--- src/rtl/alu_result_stage_pkg.sv ---
// alu_result_stage_pkg: opcode constants, flag layout and flag derivation shared by the result stage
package alu_result_stage_pkg;
   localparam logic [3:0] ALU_OP_ADD = 4'b0000;
   localparam logic [3:0] ALU_OP_SUB = 4'b0001;
   localparam logic [3:0] ALU_OP_MAX = 4'b1000;
   localparam int CARRY_BIT = 4;
   localparam int NEG_BIT = 3;
   typedef struct packed {
      logic zero;
      logic carry;
      logic neg;
      logic err;
   } flags_t;
   localparam int FLAGS_W = $bits(flags_t);
   function automatic flags_t make_flags(input logic is_zero, input logic [CARRY_BIT:0] y_lo, input logic [3:0] ctrl);
      flags_t f;
      f.zero = is_zero;
      f.carry = (ctrl == ALU_OP_ADD || ctrl == ALU_OP_SUB) && y_lo[CARRY_BIT];
      f.neg = y_lo[NEG_BIT];
      f.err = ctrl > ALU_OP_MAX;
      return f;
   endfunction
endpackage

--- src/rtl/alu_result_stage_if.sv ---
// alu_result_stage_if: valid/ready result bus between the ALU, the result stage and its consumer
interface alu_result_stage_if #(
   parameter int DATA_W = 8,
   parameter int CTRL_W = 4,
   parameter int DEPTH = 2
);
   localparam int CW = $clog2(DEPTH) + 1;
   logic in_valid, in_ready, out_valid, out_ready;
   logic out_zero, out_carry, out_neg, out_err;
   logic [DATA_W-1:0] in_y, out_y;
   logic [CTRL_W-1:0] in_ctrl, out_ctrl;
   logic [CW-1:0] count;
   modport master(
      output in_valid, in_y, in_ctrl, out_ready,
      input in_ready, out_valid, out_y, out_ctrl, out_zero, out_carry, out_neg, out_err, count
   );
   modport slave(
      input in_valid, in_y, in_ctrl, out_ready,
      output in_ready, out_valid, out_y, out_ctrl, out_zero, out_carry, out_neg, out_err, count
   );
endinterface

--- src/rtl/alu_result_fifo.sv ---
// alu_result_fifo: power-of-two FIFO holding packed result entries; push/pop are pre-qualified by the caller
module alu_result_fifo #(
   parameter int W = 16,
   parameter int DEPTH = 2,
   localparam int AW = $clog2(DEPTH),
   localparam int CW = AW + 1
) (
   input  logic          clk,
   input  logic          rst_n,
   input  logic          push,
   input  logic          pop,
   input  logic [W-1:0]  wdata,
   output logic [W-1:0]  rdata,
   output logic [CW-1:0] count
);
   logic [W-1:0] mem [DEPTH];
   logic [AW-1:0] wr_ptr, rd_ptr;
   // pointers wrap naturally at DEPTH; simultaneous push and pop leaves count unchanged
   always_ff @(posedge clk)
      if (!rst_n) begin
         wr_ptr <= '0;
         rd_ptr <= '0;
         count <= '0;
      end else begin
         wr_ptr <= wr_ptr + AW'(push);
         rd_ptr <= rd_ptr + AW'(pop);
         count <= count + CW'(push) - CW'(pop);
      end
   // storage is not reset; the top masks it while the FIFO is empty
   always_ff @(posedge clk)
      if (push) mem[wr_ptr] <= wdata;
   assign rdata = mem[rd_ptr];
endmodule

--- src/rtl/alu_result_stage.sv ---
// alu_result_stage: buffers ALU results with derived flags behind a valid/ready handshake (option: ALU_RESULT_BYPASS_EN)
module alu_result_stage
   import alu_result_stage_pkg::*;
#(
   parameter int DATA_W = 8,
   parameter int CTRL_W = 4,
   parameter int DEPTH = 2
) (
   input logic clk,
   input logic rst_n,
   alu_result_stage_if.slave bus
);
   localparam int CW = $clog2(DEPTH) + 1;
   localparam int EW = CTRL_W + DATA_W + FLAGS_W;
   typedef struct packed {
      logic [CTRL_W-1:0] ctrl;
      logic [DATA_W-1:0] y;
      flags_t flags;
   } entry_t;
   entry_t in_e, head, out_e;
   logic [CW-1:0] count;
   logic have, bypass, push, pop;
   assign in_e = {bus.in_ctrl, bus.in_y, make_flags(bus.in_y == '0, bus.in_y[CARRY_BIT:0], 4'(bus.in_ctrl))};
   assign have = count != '0;
`ifdef ALU_RESULT_BYPASS_EN
   assign bypass = !have && bus.in_valid && bus.out_ready;
`else
   assign bypass = 1'b0;
`endif
   assign bus.in_ready = count != CW'(DEPTH);
   assign push = bus.in_valid && bus.in_ready && !bypass;
   assign pop = have && bus.out_ready;
   alu_result_fifo #(.W(EW), .DEPTH(DEPTH)) u_fifo (
      .clk(clk),
      .rst_n(rst_n),
      .push(push),
      .pop(pop),
      .wdata(in_e),
      .rdata(head),
      .count(count)
   );
   // present the head entry, or the live input when bypassing; everything reads 0 when idle
   always_comb out_e = have ? head : bypass ? in_e : '0;
   assign bus.out_valid = have || bypass;
   assign bus.out_y = out_e.y;
   assign bus.out_ctrl = out_e.ctrl;
   assign bus.out_zero = out_e.flags.zero;
   assign bus.out_carry = out_e.flags.carry;
   assign bus.out_neg = out_e.flags.neg;
   assign bus.out_err = out_e.flags.err;
   assign bus.count = count;
endmodule
--- src/flat_wrapper.sv ---
// flat-port wrapper written by rule: the top's interface ports become plain ports
module alu_result_stage_flat import alu_result_stage_pkg::*;
#(
   parameter int DATA_W = 8,
   parameter int CTRL_W = 4,
   parameter int DEPTH = 2
)
  (clk, rst_n, bus_in_valid, bus_in_y, bus_in_ctrl, bus_out_ready, bus_in_ready, bus_out_valid, bus_out_y, bus_out_ctrl, bus_out_zero, bus_out_carry, bus_out_neg, bus_out_err, bus_count);
  alu_result_stage_if #(.DATA_W(DATA_W), .CTRL_W(CTRL_W), .DEPTH(DEPTH)) bus_i ();
  input logic clk;
  input logic rst_n;
  input wire logic [$bits(bus_i.in_valid)-1:0] bus_in_valid;
  input wire logic [$bits(bus_i.in_y)-1:0] bus_in_y;
  input wire logic [$bits(bus_i.in_ctrl)-1:0] bus_in_ctrl;
  input wire logic [$bits(bus_i.out_ready)-1:0] bus_out_ready;
  output wire logic [$bits(bus_i.in_ready)-1:0] bus_in_ready;
  output wire logic [$bits(bus_i.out_valid)-1:0] bus_out_valid;
  output wire logic [$bits(bus_i.out_y)-1:0] bus_out_y;
  output wire logic [$bits(bus_i.out_ctrl)-1:0] bus_out_ctrl;
  output wire logic [$bits(bus_i.out_zero)-1:0] bus_out_zero;
  output wire logic [$bits(bus_i.out_carry)-1:0] bus_out_carry;
  output wire logic [$bits(bus_i.out_neg)-1:0] bus_out_neg;
  output wire logic [$bits(bus_i.out_err)-1:0] bus_out_err;
  output wire logic [$bits(bus_i.count)-1:0] bus_count;
  assign bus_i.in_valid = bus_in_valid;
  assign bus_i.in_y = bus_in_y;
  assign bus_i.in_ctrl = bus_in_ctrl;
  assign bus_i.out_ready = bus_out_ready;
  assign bus_in_ready = bus_i.in_ready;
  assign bus_out_valid = bus_i.out_valid;
  assign bus_out_y = bus_i.out_y;
  assign bus_out_ctrl = bus_i.out_ctrl;
  assign bus_out_zero = bus_i.out_zero;
  assign bus_out_carry = bus_i.out_carry;
  assign bus_out_neg = bus_i.out_neg;
  assign bus_out_err = bus_i.out_err;
  assign bus_count = bus_i.count;
  alu_result_stage #(.DATA_W(DATA_W), .CTRL_W(CTRL_W), .DEPTH(DEPTH)) u_core (.clk(clk), .rst_n(rst_n), .bus(bus_i));
endmodule
--- config.mk ---
export PLATFORM = sky130hd
export DESIGN_NAME = alu_result_stage_flat
export DESIGN_NICKNAME = d
export VERILOG_FILES = /design/src/rtl/alu_result_stage_pkg.sv /design/src/rtl/alu_result_stage_if.sv /design/src/rtl/alu_result_fifo.sv /design/src/rtl/alu_result_stage.sv /design/src/flat_wrapper.sv
export SDC_FILE = /design/constraint.sdc
export NUM_CORES = 1
export LEC_CHECK = 0
export ABC_AREA = 1
export CORE_UTILIZATION = 48
export CTS_CLUSTER_SIZE = 20
export DETAILED_ROUTE_END_ITERATION = 7
export PLACE_DENSITY = 0.78
export RECOVER_POWER = 50
export SYNTH_ARGS = -nofsm -noshare
export SYNTH_HDL_FRONTEND = slang
export SYNTH_SLANG_ARGS = --single-unit
--- constraint.sdc ---
create_clock -name clk -period 1.9 [get_ports clk]
set_input_delay 0.38 -clock clk [delete_from_list [all_inputs] [get_ports clk]]
set_output_delay 0.38 -clock clk [all_outputs]
set_load 0.1 [all_outputs]
==> key figures <==
Synthesis
  • XOR/XNOR Fraction of Synth Area: 0.6119%
  • Post-synthesis mux area share: 0%
  • Post-synthesis adder-cell area fraction: 1.748%
  • Mapped Avg Cell Area: 11.36 um2
  • Compound-Gate Fraction of Synth Area: 6.206%
  • Synth Area in Simple Gates: 15.82%
  • Synth top area share: 62.94%
  • Post-Synthesis Cells: 126
  • Yosys top cell by area: edfxtp_1
  • Synth warnings: 0
  • Post-synthesis register bit count: 35
  • Synthesized area: 1431 um2
  • Sequential area share after synthesis: 69.93%
  • Ranking of synthesized cells by area: edfxtp_1, nand2_1, dfxtp_1, a21oi_1, inv_1
  • Distinct cell type count after synthesis: 17
  • Main combinational cell family by area after synthesis: simple AND/OR/NAND/NOR gates
  • Mapped Nets: 144

Die
  • Die width: 56.61 um
  • # rows: 19
  • Die height: 56.61 um
  • Ports: 36
  • Core area: 2781 um2
  • Starting density of the core: 51.46%
  • Die area: 3204 um2

Global routing
  • Initial antenna violation count: 0
  • Total GRT Usage: 18.19%
  • Largest net degree at the start of global routing: 17
  • Global-route wire length before repair: 4.119 mm
  • Gr ovfl total: 0
  • Vias in the first global route: 955

Layout
  • Inserted Diodes: 0
  • Layout cell share with drive strength beyond 1: 29.76%
  • Multi-input gate area: 407.9 um2
  • Filler Cells Inserted: 197
  • Commonest non-fill, non-tap cells in the layout: nand2_1, edfxtp_1, buf_12
  • FF+latch area: 1008 um2
  • Final Util: 75.39%
  • Area growth, synth to finish: 46.50%
  • Nets: 185
  • Most common cell after layout, fill and taps aside: nand2_1

Setup path
  • WS Path Type: reg2out
  • CP cell instances: inv_2 -> nand2_1 -> a21oi_4 -> buf_12
  • CP endpoint kind: primary output
  • CP Buf/Inv Count: 2
  • Crit path max-delay cell type: dfxtp_1
  • R2r setup slk: 0.17 ns
  • CP arrival: 1.42 ns
  • CP delay by family, top: buffers and inverters
  • R2r startpoint: u_core.u_fifo.count[0]$_SDFF_PN0_
  • Worst r2r path cells: 10
  • CP required: 1.52 ns
  • RR Endpoint: u_core.u_fifo.count[1]$_SDFF_PN0_
  • Crit start category: flop
  • Worst-path maximum fanout: 15
  • Critical Path Max Stage Delay: 0.34 ns

Drt
  • DR WL/cell: 13.72 um
  • Via count: 1017
  • Initial DRC Count: 22
  • DR pass1 iterations: 5
  • Final wirelength: 2.730 mm
  • Remaining DRCs: 0
  • Post-route ant nets: 0
  • Vias per cell: 5.111

Hold path
  • Min-delay src: u_core.u_fifo.rd_ptr$_SDFF_PN0_
  • Hold WC Path Type: reg2reg
  • Hold path depth: 2

Run
  • Max_cap viols: 0

CTS
  • # clock sinks: 35
  • Post-CTS sizing: 0
  • Number of post-CTS setup repair buffers: 0
  • H-tree depth: 2
  • Cts bufs inserted: 5
  • Clk slew on worst S/H paths: 0.09 ns
  • Clock buffer depth: 2
  • Worst-Skew Late Latency: 0.33 ns
  • Post-CTS Hold Buffers: 0
  • Root Buffer: clkbuf_4
  • CTS tree: yes

Placed design
  • IO Port Bufs: 35
  • GPL Wtd Cong: 0.7622
  • Post-DP HPWL: 2.089 mm

STA
  • Worst-Margin Slew: 0.5403 ns
  • Fin crit period: 1.804 ns
  • Final worst path period share: 94.92%
  • Max Slew Vio Count: 0
  • Final setup viols: 0
  • Peak Freq: 554.5 MHz
  • Setup repair after global routing missed its margin: no
  • Clock Skews: 0.008088 ns
  • Worst relative slew slack: 64.13%
  • Hold Vio Cnt, Final: 0

Status
  • Outcome: complete, no violations
worst min-delay path, stage by stage (launching register included):
cell	delay [ns]
dfxtp_1	0.35
nor2_1	0.06
nor2_1	0.08
area by class of cell:
cell class	count	share of cell area (%)
sequential	35	48.09
inverter	12	2.148
timing repair buffer	39	26.13
tap	31	1.850
clock buffer	8	2.327
multi-input combinational	74	19.45
how the worst max path moves through the flow:
stage	end	depth (start not counted)
4_1_cts	bus_out_valid	4
5_1_grt	bus_out_neg	4
6_report	bus_out_neg	4
3_5_place_dp	u_core.u_fifo.count[1]$_SDFF_PN0_	10
2_1_floorplan	bus_out_y[3]	4
3_3_place_gp	u_core.u_fifo.count[1]$_SDFF_PN0_	10
registers in the layout, summed over array words and instances (netlist names), named ones only:
signal / cells
u_core.u_fifo.rd_ptr: 1
u_core.u_fifo.wr_ptr: 1
u_core.u_fifo.mem: 30
u_core.u_fifo.count: 2
metrics by stage:
step / TNS [ns] / worst slack, ns / std cells / hold WS, ns / instance area, um2
2_1_floorplan: -1.819 / -0.1853 / 126 / 0.4669 / 1534
6_report: 0 / 0.09644 / 199 / 0.5315 / 2097
5_1_grt: 0 / 0.03970 / 199 / 0.5738 / 2097
3_5_place_dp: -0.01297 / -0.01297 / 191 / 0.5153 / 2098
4_1_cts: 0 / 0.04186 / 199 / 0.5363 / 2147
3_3_place_gp: 0 / 0.1456 / 191 / 0.4859 / 2098
routing by layer:
| layer | global-route usage [%] | wire length (um) | up-vias |
|---|---|---|---|
| met1 | 17.80 | 1060 | 462 |
| met4 | 11.85 | 93 | 0 |
| met3 | 6.682 | 138 | 13 |
| met2 | 31.76 | 1436 | 36 |
| met5 | 0 | 0 | - |
| li1 | - | - | 506 |
synth_stat cells (all sizes together):
library cell	instances
a21oi	16
buf	5
dfxtp	5
edfxtp	30
ha	2
inv	12
nand2	41
nand3	1
nor2	10
nor4	2
o31a	1
xnor2	1
cells by family (layout without fill, tap and decap cells):
kind of cell,after synthesis,after routing
AND/OR/NAND/NOR,54,54
flip-flops,35,35
adder cells (fa/ha/maj),2,2
XOR/XNOR,1,1
AO/OA/AOI/OAI,17,17
buffers and inverters,17,59
Power is left out: the tool's default activity adds up to more than one toggle a clock period on the data nets, which glitch-free logic cannot reach.
